### config.mk
export PLATFORM = sky130hd
export DESIGN_NAME = arb_grant_bus_ctrl
export DESIGN_NICKNAME = d
export VERILOG_FILES = /design/src/rtl/arb_pkg.sv /design/src/rtl/arb_beat_counter.sv /design/src/rtl/arb_grant_bus_ctrl.sv
export SDC_FILE = /design/constraint.sdc
export NUM_CORES = 1
export LEC_CHECK = 0
export CAP_MARGIN = 20
export CELL_PAD_IN_SITES_DETAIL_PLACEMENT = 0
export CELL_PAD_IN_SITES_GLOBAL_PLACEMENT = 1
export CORE_MARGIN = 2
export CORE_UTILIZATION = 29
export DETAILED_ROUTE_END_ITERATION = 6
export GPL_TIMING_DRIVEN = 0
export HOLD_SLACK_MARGIN = 0.03
export PLACE_DENSITY = 0.81
export SETUP_SLACK_MARGIN = 0.5
export SYNTH_ARGS = -nofsm -noshare
export SYNTH_HDL_FRONTEND = slang
export SYNTH_SLANG_ARGS = --single-unit
### constraint.sdc
create_clock -name clk -period 2 [get_ports clk]
set_clock_uncertainty 0.1 [all_clocks]
set_input_delay 0.2 -clock clk [delete_from_list [all_inputs] [get_ports clk]]
set_output_delay 0.2 -clock clk [all_outputs]
set_load 0.01 [all_outputs]
### src/rtl/arb_pkg.sv
// Shared types and helpers for the 2-requester arbiter and its grant/bus stages.
package arb_pkg;

   // Control states of the grant-to-bus burst controller.
   typedef enum logic [1:0] {
      IDLE = 2'd0,
      XFER = 2'd1,
      FIN  = 2'd2
   } state_t;

   // One-hot grant encodings as produced by the arbiter.
   localparam logic [1:0] GNT_NONE = 2'b00;
   localparam logic [1:0] GNT_R0   = 2'b01;
   localparam logic [1:0] GNT_R1   = 2'b10;
   localparam logic [1:0] GNT_BOTH = 2'b11;

   // Limit a requested burst length to the supported maximum; oversize
   // requests are quietly shortened rather than flagged.
   function automatic int unsigned clamp_len(input int unsigned len,
                                             input int unsigned max_burst);
      return (len > max_burst) ? max_burst : len;
   endfunction

endpackage

### src/rtl/arb_beat_counter.sv
// Beat counter for one burst: loads the burst length, advances on each
// accepted beat and flags when the beat on the bus is the final one.
module arb_beat_counter #(
   parameter int LEN_W = 3
) (
   input  logic             clk,
   input  logic             rst,
   input  logic             load,
   input  logic [LEN_W-1:0] len,
   input  logic             accept,
   output logic             last
);

   logic [LEN_W-1:0] cnt_reg;
   logic [LEN_W-1:0] len_reg;

   // Load starts a new burst at beat 0; every accepted beat advances the count.
   always_ff @(posedge clk) begin
      if (!rst) begin
         cnt_reg <= '0;
         len_reg <= '0;
      end else if (load) begin
         cnt_reg <= '0;
         len_reg <= len;
      end else if (accept) begin
         cnt_reg <= cnt_reg + LEN_W'(1);
      end
   end

   // Only meaningful while a non-empty burst is in flight.
   assign last = (cnt_reg == (len_reg - LEN_W'(1)));

endmodule

### src/rtl/arb_grant_bus_ctrl.sv
// Grant-to-bus controller: takes the arbiter's one-hot grant, moves the
// granted requester's data onto the shared target bus as a burst with a
// valid/ready handshake, and pulses per-requester completion.
// LEN_W must be wide enough that 2**LEN_W > MAX_BURST.
module arb_grant_bus_ctrl
   import arb_pkg::*;
#(
   parameter int DATA_W    = 8,
   parameter int MAX_BURST = 4,
   parameter int LEN_W     = 3
) (
   input  logic              clk,
   input  logic              rst,
   input  logic [1:0]        grant,
   input  logic [DATA_W-1:0] req_data0,
   input  logic [DATA_W-1:0] req_data1,
   input  logic [LEN_W-1:0]  req_len0,
   input  logic [LEN_W-1:0]  req_len1,
   output logic              bus_valid,
   output logic [DATA_W-1:0] bus_data,
   input  logic              bus_ready,
   output logic [1:0]        bus_owner,
   output logic [1:0]        done,
   output logic              busy,
   output logic              err
);

   state_t            state_reg;
   logic              bus_valid_reg;
   logic [DATA_W-1:0] bus_data_reg;
   logic [1:0]        bus_owner_reg;
   logic [1:0]        done_reg;
   logic              busy_reg;
   logic              err_reg;

   logic [DATA_W-1:0] req_data_arr [2];
   logic [LEN_W-1:0]  req_len_arr  [2];
   logic [DATA_W-1:0] data_masked  [2];
   logic [LEN_W-1:0]  len_masked   [2];

   logic [1:0]        sel;
   logic [DATA_W-1:0] sel_data;
   logic [LEN_W-1:0]  sel_len;
   logic [LEN_W-1:0]  clamped_len;
   logic              grant_legal;
   logic              load;
   logic              accept;
   logic              last;
   logic              owner_lost;

   assign req_data_arr[0] = req_data0;
   assign req_data_arr[1] = req_data1;
   assign req_len_arr[0]  = req_len0;
   assign req_len_arr[1]  = req_len1;

   // In IDLE the incoming grant picks the source; once a burst is running
   // the captured owner does, so a changing grant cannot redirect the data.
   assign sel = (state_reg == IDLE) ? grant : bus_owner_reg;

   // One-hot AND-OR mux across the requesters.
   genvar gi;
   generate
      for (gi = 0; gi < 2; gi++) begin : g_sel
         assign data_masked[gi] = sel[gi] ? req_data_arr[gi] : '0;
         assign len_masked[gi]  = sel[gi] ? req_len_arr[gi]  : '0;
      end
   endgenerate

   assign sel_data    = data_masked[0] | data_masked[1];
   assign sel_len     = len_masked[0]  | len_masked[1];
   assign clamped_len = LEN_W'(clamp_len(32'(sel_len), MAX_BURST));

   assign grant_legal = (grant == GNT_R0) || (grant == GNT_R1);
   assign load        = (state_reg == IDLE) && grant_legal;
   assign accept      = (state_reg == XFER) && bus_valid_reg && bus_ready;
   assign owner_lost  = (grant != bus_owner_reg);

   arb_beat_counter #(
      .LEN_W (LEN_W)
   ) u_beat_counter (
      .clk    (clk),
      .rst    (rst),
      .load   (load),
      .len    (clamped_len),
      .accept (accept),
      .last   (last)
   );

   // Burst sequencing with every output registered; done/err are one-cycle pulses.
   always_ff @(posedge clk) begin
      if (!rst) begin
         state_reg     <= IDLE;
         bus_valid_reg <= 1'b0;
         bus_data_reg  <= '0;
         bus_owner_reg <= GNT_NONE;
         done_reg      <= GNT_NONE;
         busy_reg      <= 1'b0;
         err_reg       <= 1'b0;
      end else begin
         done_reg <= GNT_NONE;
         err_reg  <= 1'b0;
         case (state_reg)
            IDLE: begin
               if (grant_legal) begin
                  bus_owner_reg <= grant;
                  busy_reg      <= 1'b1;
                  if (clamped_len != '0) begin
                     state_reg     <= XFER;
                     bus_valid_reg <= 1'b1;
                     bus_data_reg  <= sel_data;
                  end else begin
                     // Empty burst: complete straight away without a bus beat.
                     state_reg <= FIN;
                     done_reg  <= grant;
                  end
               end else if (grant == GNT_BOTH) begin
                  err_reg <= 1'b1;
               end
            end
            XFER: begin
               if (accept && last) begin
                  // Final beat wins over a simultaneous grant drop.
                  state_reg     <= FIN;
                  bus_valid_reg <= 1'b0;
                  done_reg      <= bus_owner_reg;
               end else if (owner_lost) begin
                  state_reg     <= FIN;
                  bus_valid_reg <= 1'b0;
                  done_reg      <= bus_owner_reg;
                  err_reg       <= 1'b1;
               end else if (accept) begin
                  bus_data_reg <= sel_data;
               end
            end
            FIN: begin
               state_reg     <= IDLE;
               bus_owner_reg <= GNT_NONE;
               busy_reg      <= 1'b0;
            end
            default: begin
               state_reg     <= IDLE;
               bus_valid_reg <= 1'b0;
               bus_owner_reg <= GNT_NONE;
               busy_reg      <= 1'b0;
            end
         endcase
      end
   end

   assign bus_valid = bus_valid_reg;
   assign bus_data  = bus_data_reg;
   assign bus_owner = bus_owner_reg;
   assign done      = done_reg;
   assign busy      = busy_reg;
   assign err       = err_reg;

endmodule

==> results of run 1 <==
## worst paths after layout
| kind | end | depth (start not counted) | slack, ns |
|---|---|---|---|
| worst max-delay path | bus_data[1]$_SDFFE_PN0P_ | 6 | 0.04 |
| worst min-delay path | bus_owner[1]$_SDFFE_PN0P_ | 3 | 0.31 |
| worst max register to register | bus_data[1]$_SDFFE_PN0P_ | 6 | 0.04 |
| worst min register to register | bus_data[0]$_SDFFE_PN0P_ | 2 | 0.38 |
## cell type report
| class | instances | area (um^2) |
|---|---|---|
| fillers | 360 | 1890 |
| multi-input cells | 102 | 862 |
| repair buffers | 60 | 603 |
| flip-flops and latches | 23 | 473 |
| plain buffers | 8 | 71.3 |
| well taps | 50 | 62.6 |
| clock buffers | 4 | 45.0 |
| inverters | 6 | 22.5 |
## power by group through the flow
stage	combinational, W	sequential [W]	clock [W]
floorplan	0.000288	0.000566	0
global placement	0.000477	0.000556	0
detailed placement	0.000490	0.000557	0
CTS	0.000562	0.000549	0.000299
global route	0.000774	0.000559	0.000314
finish	0.000721	0.000552	0.000288
## cells by family after synthesis
logic type,share of synthesized area
compound gates,0.279
simple gates,0.185
flops,0.377
buf+inv,0.0491
xor+xnor,0.0614
fa+ha+maj,0.0307
mux,0.0174
## Yosys cell counts
library cell	instances	share of area
o21ai_0	11	0.045
xor2_1	1	0.0072
xnor3_1	1	0.018
buf_6	1	0.0092
a21o_1	1	0.0061
mux2i_1	1	0.0082
and4b_1	1	0.0082
or3b_1	1	0.0072
nor2_1	6	0.018
inv_1	6	0.018
o31a_1	1	0.0072
nand2b_1	4	0.020
ha_1	3	0.031
a22o_1	2	0.014
nand3b_1	2	0.012
nand3_1	4	0.016
or3_1	9	0.046
xnor2_1	5	0.036
nor3_1	1	0.0041
mux2_2	1	0.0092
o32ai_1	2	0.014
a21boi_0	1	0.0061
a22o_4	1	0.014
nand2_1	8	0.025
a31oi_1	1	0.0051
dfxtp_1	23	0.38
or4bb_1	1	0.0092
a22oi_1	8	0.049
clkbuf_1	7	0.021
a211oi_1	3	0.018
a32o_1	2	0.016
a221oi_1	3	0.021
a21oi_1	15	0.061
nor4b_2	1	0.012
nor3b_1	1	0.0061
## layout by cell type, fill, tap and decap left out, types with 3 or more instances in the layout
| cell | instances |
|---|---|
| or3_1 | 7 |
| buf_4 | 16 |
| a22oi_1 | 8 |
| nor2_1 | 5 |
| inv_1 | 4 |
| a221oi_2 | 3 |
| clkbuf_1 | 3 |
| dfxtp_1 | 17 |
| clkbuf_8 | 3 |
| nand2_1 | 7 |
| o21ai_0 | 9 |
| dlygate4sd2_1 | 3 |
| clkdlybuf4s50_1 | 36 |
| nand2b_1 | 4 |
| a21oi_2 | 4 |
| dfxtp_2 | 4 |
| xnor2_1 | 3 |
| a21oi_1 | 11 |
## tightest hold or removal path, cell delays in order
cell and delay [ns]:
dlygate4sd2_1 0.30, nand2_1 0.08, a21oi_1 0.05
## per-layer routing
metal / up-vias / track usage / share of wire / routed length [um]
met5: - / 0 / 0 / 0
met4: 0 / 0.0686 / 0.018 / 70
met3: 8 / 0.0292 / 0.079 / 313
met2: 54 / 0.308 / 0.51 / 2000
met1: 608 / 0.168 / 0.40 / 1570
li1: 651 / - / - / -
## stage by stage
step           setup WS, ns  power, W
5_1_grt             -0.0318   0.00165
6_report             0.0393   0.00156
3_5_place_dp         -0.423   0.00105
3_3_place_gp         -0.365   0.00103
2_1_floorplan         0.148  0.000854
4_1_cts              0.0379   0.00141
## timing repair
| item | CTS | global route |
|---|---|---|
| buffers inserted | 9 | 7 |
| pin swaps | 4 | 14 |
| gates resized for setup | 20 | 34 |
| endpoints found under the setup margin | 23 | 20 |
| gates cloned | 0 | 3 |
==> flow_metrics.tcl, run 1 <==
set metrics [dict create \
    finalSetupTns_ns 0 \
    crit_path_max_incr_delay_ns 0.39 \
    clockRootBuffer "clkbuf_8" \
    core-area_mm2 0.00403 \
    p_clk_frac 0.185 \
    critPathBufInv 1 \
    seq_power_share 0.354 \
    swShare 0.315 \
    htreeDepth 1 \
    syn_avg_cell_area_um2 8.79 \
    p_comb_frac 0.462 \
    period_minus_slack_ns 1.96 \
    switching_power_w 0.000492 \
    yosysWarnings 0 \
    hold_violations 0 \
    dr.pass1.iters 4 \
    critPathSlowestCell "or3b_4" \
    rows 23 \
    numPortBuffers 41 \
    setup-violations-final 0 \
    path_cells "or3b_4 > a21o_1 > a22o_4 > buf_6 > or3_4 > a21oi_2" \
    drc 0 \
    final_cells 253 \
    clock.fmax_ghz 0.510 \
    rsz0062_at_grt "yes" \
    min_from "grant[1]" \
    yosysSeqAreaShare 0.377 \
    max_slew_margin 0.616 \
    initial_utilization 0.303 \
    finalCritPeriodShare 0.980 \
    cts_hold_buf 0 \
    routabilityCongestion 0.817 \
    grt_pass1_vias 1325 \
    maxSlewViolCount 0 \
    holdCritPathClass "input pin to register" \
    powerDensity_mw_per_mm2 730 \
    cp_max_fo 8 \
    crit_family "simple AND/OR/NAND/NOR gates" \
    max-cap-violations 0 \
    placed_area_mm2 0.00174 \
    internal_power_w 0.00107 \
    crit_required_ns 2.09 \
    p_leak_nw 0.835 \
    endpoint_kind "register" \
    drtAntennaViolNets 0 \
    diodes 0 \
    post_drt_wl_per_cell_um 15.6 \
    die_area_mm2 0.00475 \
    synth-seq-cells 23 \
    syn_area_mm2 0.00122 \
    clk_path_buf_depth 2 \
    ir_drop_v 0.000281 \
    critPathLaunch "state_reg[1]$_SDFFE_PN0P_" \
    outcome "completed" \
    synth.net_count 169 \
    cts_tree "built" \
    vias 1321 \
    synth.distinct_cells 35 \
    stdcell_area_mm2 0.00214 \
    grt-ovfl-total 0 \
    arrival_ns 2.05 \
    whs_ns 0.311 \
    reg2reg_from "state_reg[1]$_SDFFE_PN0P_" \
    start_kind "register" \
    placedCellCount 230 \
    vias_per_cell 5.22 \
    path_class "register to register" \
    syn_inst 139 \
    cts.clk_slew.worst_paths_ns 0.07 \
    final_nets 234 \
    drt-initial-drc-count 60 \
    clock_latency_ns 0.27 \
    grt_max_degree 13 \
    postLayoutCoreUtil 0.531 \
    hpwl_mm 2.62 \
    layout-drive-gt1-share 0.300 \
    io_pins 42 \
    routed_wl_mm 3.95 \
    antenna_found_initial 0 \
    cts_sinks 23 \
    area_growth_pct 75.0 \
    grt_pass1_wl_mm 5.60 \
    worst_pin_slew_ns 0.576 \
    die_x_um 68.9 \
    grt_usage 0.160 \
    cts_inserted_buffers 3 \
    largest_reg_flops 8 \
    die_h_um 68.9 \
]
(Power assumes the default switching activity.)
==> run 2, diff against run 1 <==
- CAP_MARGIN: 20 -> 30
- TNS_END_PERCENT: default -> 50
==> flow_metrics.tcl, run 2 (synthesis gave the netlist of run 1 again) <==
set metrics [dict create \
    io_pins 42 \
    dr.pass1.iters 5 \
    setup-violations-final 0 \
    cts_tree "built" \
    post_drt_wl_per_cell_um 15.5 \
    r2r_setup_slack_ns 0.06 \
    min_from "grant[1]" \
    clock.fmax_ghz 0.514 \
    arrival_ns 2.03 \
    start_kind "register" \
    max_slew_margin 0.681 \
    r2r_cells 6 \
    drtAntennaViolNets 0 \
    hpwl_mm 2.72 \
    worstHoldPathCells 3 \
    antenna_found_initial 0 \
    hold_violations 0 \
    grt_pass1_vias 1299 \
    routed_wl_mm 3.72 \
    p_leak_nw 0.720 \
    grt_pass1_wl_mm 5.71 \
    core-area_mm2 0.00403 \
    cts_hold_buf 0 \
    holdCritPathClass "input pin to register" \
    p_total_w 0.00144 \
    cts.clk_slew.worst_paths_ns 0.08 \
    finalCritPeriodShare 0.972 \
    htreeDepth 1 \
    final_cell_mix "39 x clkdlybuf4s50_1, 20 x dfxtp_1, 13 x a21oi_1, 9 x or3_1, 8 x a22oi_1" \
    grt_max_degree 13 \
    die_area_mm2 0.00475 \
    vias 1275 \
    clock_latency_ns 0.25 \
    maxSlewViolCount 0 \
    path_class "register to register" \
    vias_per_cell 5.29 \
    final_common_cell "clkdlybuf4s50_1" \
    worst_pin_slew_ns 0.478 \
    cp_max_fo 8 \
    layout-drive-gt1-share 0.204 \
    critPathLaunch "state_reg[1]$_SDFFE_PN0P_" \
    drt-initial-drc-count 40 \
    area_growth_pct 60.2 \
    final_nets 222 \
    largest_reg_flops 8 \
    cts_sinks 23 \
    reg2reg_to "bus_data[2]$_SDFFE_PN0P_" \
    grt_usage 0.159 \
    die_x_um 68.9 \
    max-cap-violations 0 \
    powerDensity_mw_per_mm2 734 \
    rows 23 \
    clockRootBuffer "clkbuf_8" \
    postLayoutCoreUtil 0.486 \
    ir_drop_v 0.000292 \
    period_minus_slack_ns 1.94 \
    routabilityCongestion 0.775 \
    numPortBuffers 41 \
    outcome "completed" \
    endpoint_kind "register" \
    grt-ovfl-total 0 \
    crit_required_ns 2.09 \
    die_h_um 68.9 \
    drc 0 \
    crit_end "bus_data[2]$_SDFFE_PN0P_" \
    diodes 0 \
    clk_path_buf_depth 2 \
    reg2reg_from "state_reg[1]$_SDFFE_PN0P_" \
    initial_utilization 0.303 \
    rsz0062_at_grt "yes" \
    cts_inserted_buffers 3 \
]
## run 2: changes by cell type in the layout (fill, tap and decap cells not counted), moves of 3 or more
cell             before  now
buf_4                16    5
clkbuf_8              3    6
clkdlybuf4s50_1      36   39
dfxtp_1              17   20
dfxtp_2               4    1
## run 2: metal layers
layer  track usage  vias up  share of wire
met1         0.185      611           0.42
met2         0.313       34           0.53
met3        0.0195        2          0.052
met4        0.0221        0         0.0027
li1              -      628              -
met5             0        -              0
## run 2: worst min path at each step
stage / endpoint / slack [ns]
final: bus_owner[1]$_SDFFE_PN0P_ / 0.34
after global routing: bus_owner[1]$_SDFFE_PN0P_ / 0.36
after CTS: bus_owner[1]$_SDFFE_PN0P_ / 0.32
after detailed placement: bus_data[1]$_SDFFE_PN0P_ / 0.37
after global placement: bus_data[3]$_SDFFE_PN0P_ / 0.36
after floorplan: bus_owner[0]$_SDFFE_PN0P_ / 0.24
## run 2: timing repair
action / 4_1_cts / 5_1_grt
setup endpoints to repair: 24 / 20
gates resized for setup: 32 / 11
pin swaps: 15 / 4
cloned: 2 / 0
setup buffers: 4 / 1
## run 2: critical path, cell delays in order (launching register included)
cell and delay [ns]:
dfxtp_4 0.37, or3b_4 0.40, a21o_1 0.18, a22o_4 0.28, buf_6 0.13, or3_1 0.29, a21oi_1 0.12
## run 2: report_power, final
part	total [W]	switching, W	internal (W)
combinational	0.000605	0.000274	0.000331
clock	0.000283	0.000141	0.000142
sequential	0.000549	0.0000388	0.000511
total	0.00144	0.000453	0.000983
## run 2: final cells by class
class | instances | area, um^2
Fill cell | 392 | 2070
Multi-Input combinational cell | 102 | 831
Sequential cell | 23 | 469
Timing Repair Buffer | 48 | 464
Buffer | 8 | 63.8
Tap cell | 50 | 62.6
Clock buffer | 4 | 45.0
Inverter | 6 | 22.5
## run 2: per-stage QoR
step           hold slack [ns]  worst slack, ns  TNS (ns)  std cells  cell area, um^2
6_report                 0.340           0.0551         0        241             1960
5_1_grt                  0.358          0.00225         0        241             1960
4_1_cts                  0.324           0.0575         0        240             1910
3_5_place_dp             0.370           -0.408     -4.60        230             1700
3_3_place_gp             0.361           -0.372     -3.53        230             1700
2_1_floorplan            0.236            0.148         0        139             1230
==> run 3, diff against run 2 <==
- CORE_UTILIZATION: 29 -> 30
- CTS_BUF_LIST: default -> sky130_fd_sc_hd__clkbuf_8
- PLACE_DENSITY: 0.81 -> 0.84
==> flow_metrics.tcl, run 3 (synthesis gave the netlist of run 1 again) <==
set metrics [dict create \
    die_h_um 67.8 \
    p_leak_nw 0.689 \
    seqCellArea_um2 469 \
    grt_max_degree 14 \
    grt_util_met2 0.249 \
    grt_pass1_vias 1151 \
    start_kind "register" \
    holdCritPathClass "input pin to register" \
    initial_utilization 0.308 \
    max-cap-violations 0 \
    grt_pass1_wl_mm 5.49 \
    clk_path_buf_depth 2 \
    postLayoutCoreUtil 0.473 \
    final_cells 239 \
    drt-initial-drc-count 75 \
    cts_sinks 23 \
    outcome "completed" \
    vias 1234 \
    maxSlewViolCount 0 \
    core-area_mm2 0.00397 \
    setup-violations-final 0 \
    ir_drop_v 0.000394 \
    multi_input_comb_area_um2 776 \
    hpwl_mm 2.47 \
    placed_area_mm2 0.00170 \
    cts_hold_buf 0 \
    clockRootBuffer "clkbuf_8" \
    whs_ns 0.323 \
    rows 23 \
    met3_usage 0.0214 \
    crit_required_ns 2.11 \
    r2r_cells 6 \
    diodes 0 \
    die_x_um 67.8 \
    largest_reg_flops 8 \
    worst_pin_slew_ns 0.497 \
    rsz0062_at_grt "yes" \
    cts_tree "built" \
    drc 0 \
    numPortBuffers 41 \
    clock.fmax_ghz 0.520 \
    worstHoldPathCells 3 \
    finalSetupTns_ns 0 \
    dr.pass1.iters 4 \
    layout-drive-gt1-share 0.169 \
    vias_per_cell 5.16 \
    endpoint_kind "register" \
    placedCellCount 230 \
    antenna_found_initial 0 \
    stdcell_area_mm2 0.00188 \
    area_growth_pct 53.5 \
    io_pins 42 \
    final_cell_mix "39 x clkdlybuf4s50_1, 20 x dfxtp_1, 14 x a21oi_1, 11 x o21ai_0, 9 x or3_1" \
    grt-ovfl-total 0 \
    htreeDepth 1 \
    final_common_cell "clkdlybuf4s50_1" \
    post_drt_wl_per_cell_um 15.2 \
    hold_violations 0 \
    powerDensity_mw_per_mm2 737 \
    clock_latency_ns 0.27 \
    grt_busiest_layer "met2" \
    cts.clk_slew.worst_paths_ns 0.09 \
    die_area_mm2 0.00460 \
    grt_usage 0.161 \
    routabilityCongestion 0.807 \
    cts_inserted_buffers 3 \
    routed_wl_mm 3.64 \
    drtAntennaViolNets 0 \
    final_nets 220 \
    fillers 389 \
    grt_use_met1 0.230 \
    arrival_ns 2.03 \
    period_minus_slack_ns 1.92 \
    path_class "register to register" \
    finalCritPeriodShare 0.962 \
    max_slew_margin 0.668 \
    cp_max_fo 8 \
]
[run 3: final timing paths]
kind / start / end / slack, ns
max: state_reg[0]$_SDFFE_PN0P_ / bus_data[1]$_SDFFE_PN0P_ / 0.08
min: grant[0] / bus_owner[0]$_SDFFE_PN0P_ / 0.32
max reg2reg: state_reg[0]$_SDFFE_PN0P_ / bus_data[1]$_SDFFE_PN0P_ / 0.08
min reg2reg: bus_data[2]$_SDFFE_PN0P_ / bus_data[2]$_SDFFE_PN0P_ / 0.38
[run 3: worst max-delay path: stages (launching register included)]
cell,delay [ns]
dfxtp_4,0.37
or3b_4,0.40
a21o_1,0.18
a22o_4,0.28
buf_6,0.13
or3_1,0.30
a21oi_1,0.12
[run 3: final cells by class]
class                           count  share of cell area
Multi-Input combinational cell    102               0.413
Sequential cell                    23               0.250
Tap cell                           50              0.0333
Buffer                              8              0.0307
Timing Repair Buffer               46               0.236
Clock buffer                        3              0.0220
Clock inverter                      1             0.00267
Inverter                            6              0.0120
[run 3: metrics by stage]
| step | worst slack [ns] | total power, W |
|---|---|---|
| finish | 0.0764 | 0.00138 |
| CTS | 0.0692 | 0.00138 |
| global placement | -0.375 | 0.00101 |
| floorplan | 0.148 | 0.000828 |
| detailed placement | -0.386 | 0.00102 |
| global route | 0.00971 | 0.00146 |
[run 3: repair_timing]
action	4_1_cts	5_1_grt
endpoints found under the setup margin	23	21
setup buffers	3	0
pin swaps	12	2
cloned	2	0
endpoints found under the hold margin	0	0
resized for setup	22	7
[run 3: power breakdown]
group | switching (W) | internal [W]
Combinational | 0.000251 | 0.000281
Sequential | 0.0000358 | 0.000511
Clock | 0.000165 | 0.000140
[run 3: layer usage]
layer | vias to the layer above | wire length, um | share of wire
li1 | 622 | - | -
met3 | 2 | 147 | 0.040
met2 | 33 | 1730 | 0.48
met4 | 0 | 14 | 0.0039
met5 | - | 0 | 0
met1 | 577 | 1750 | 0.48
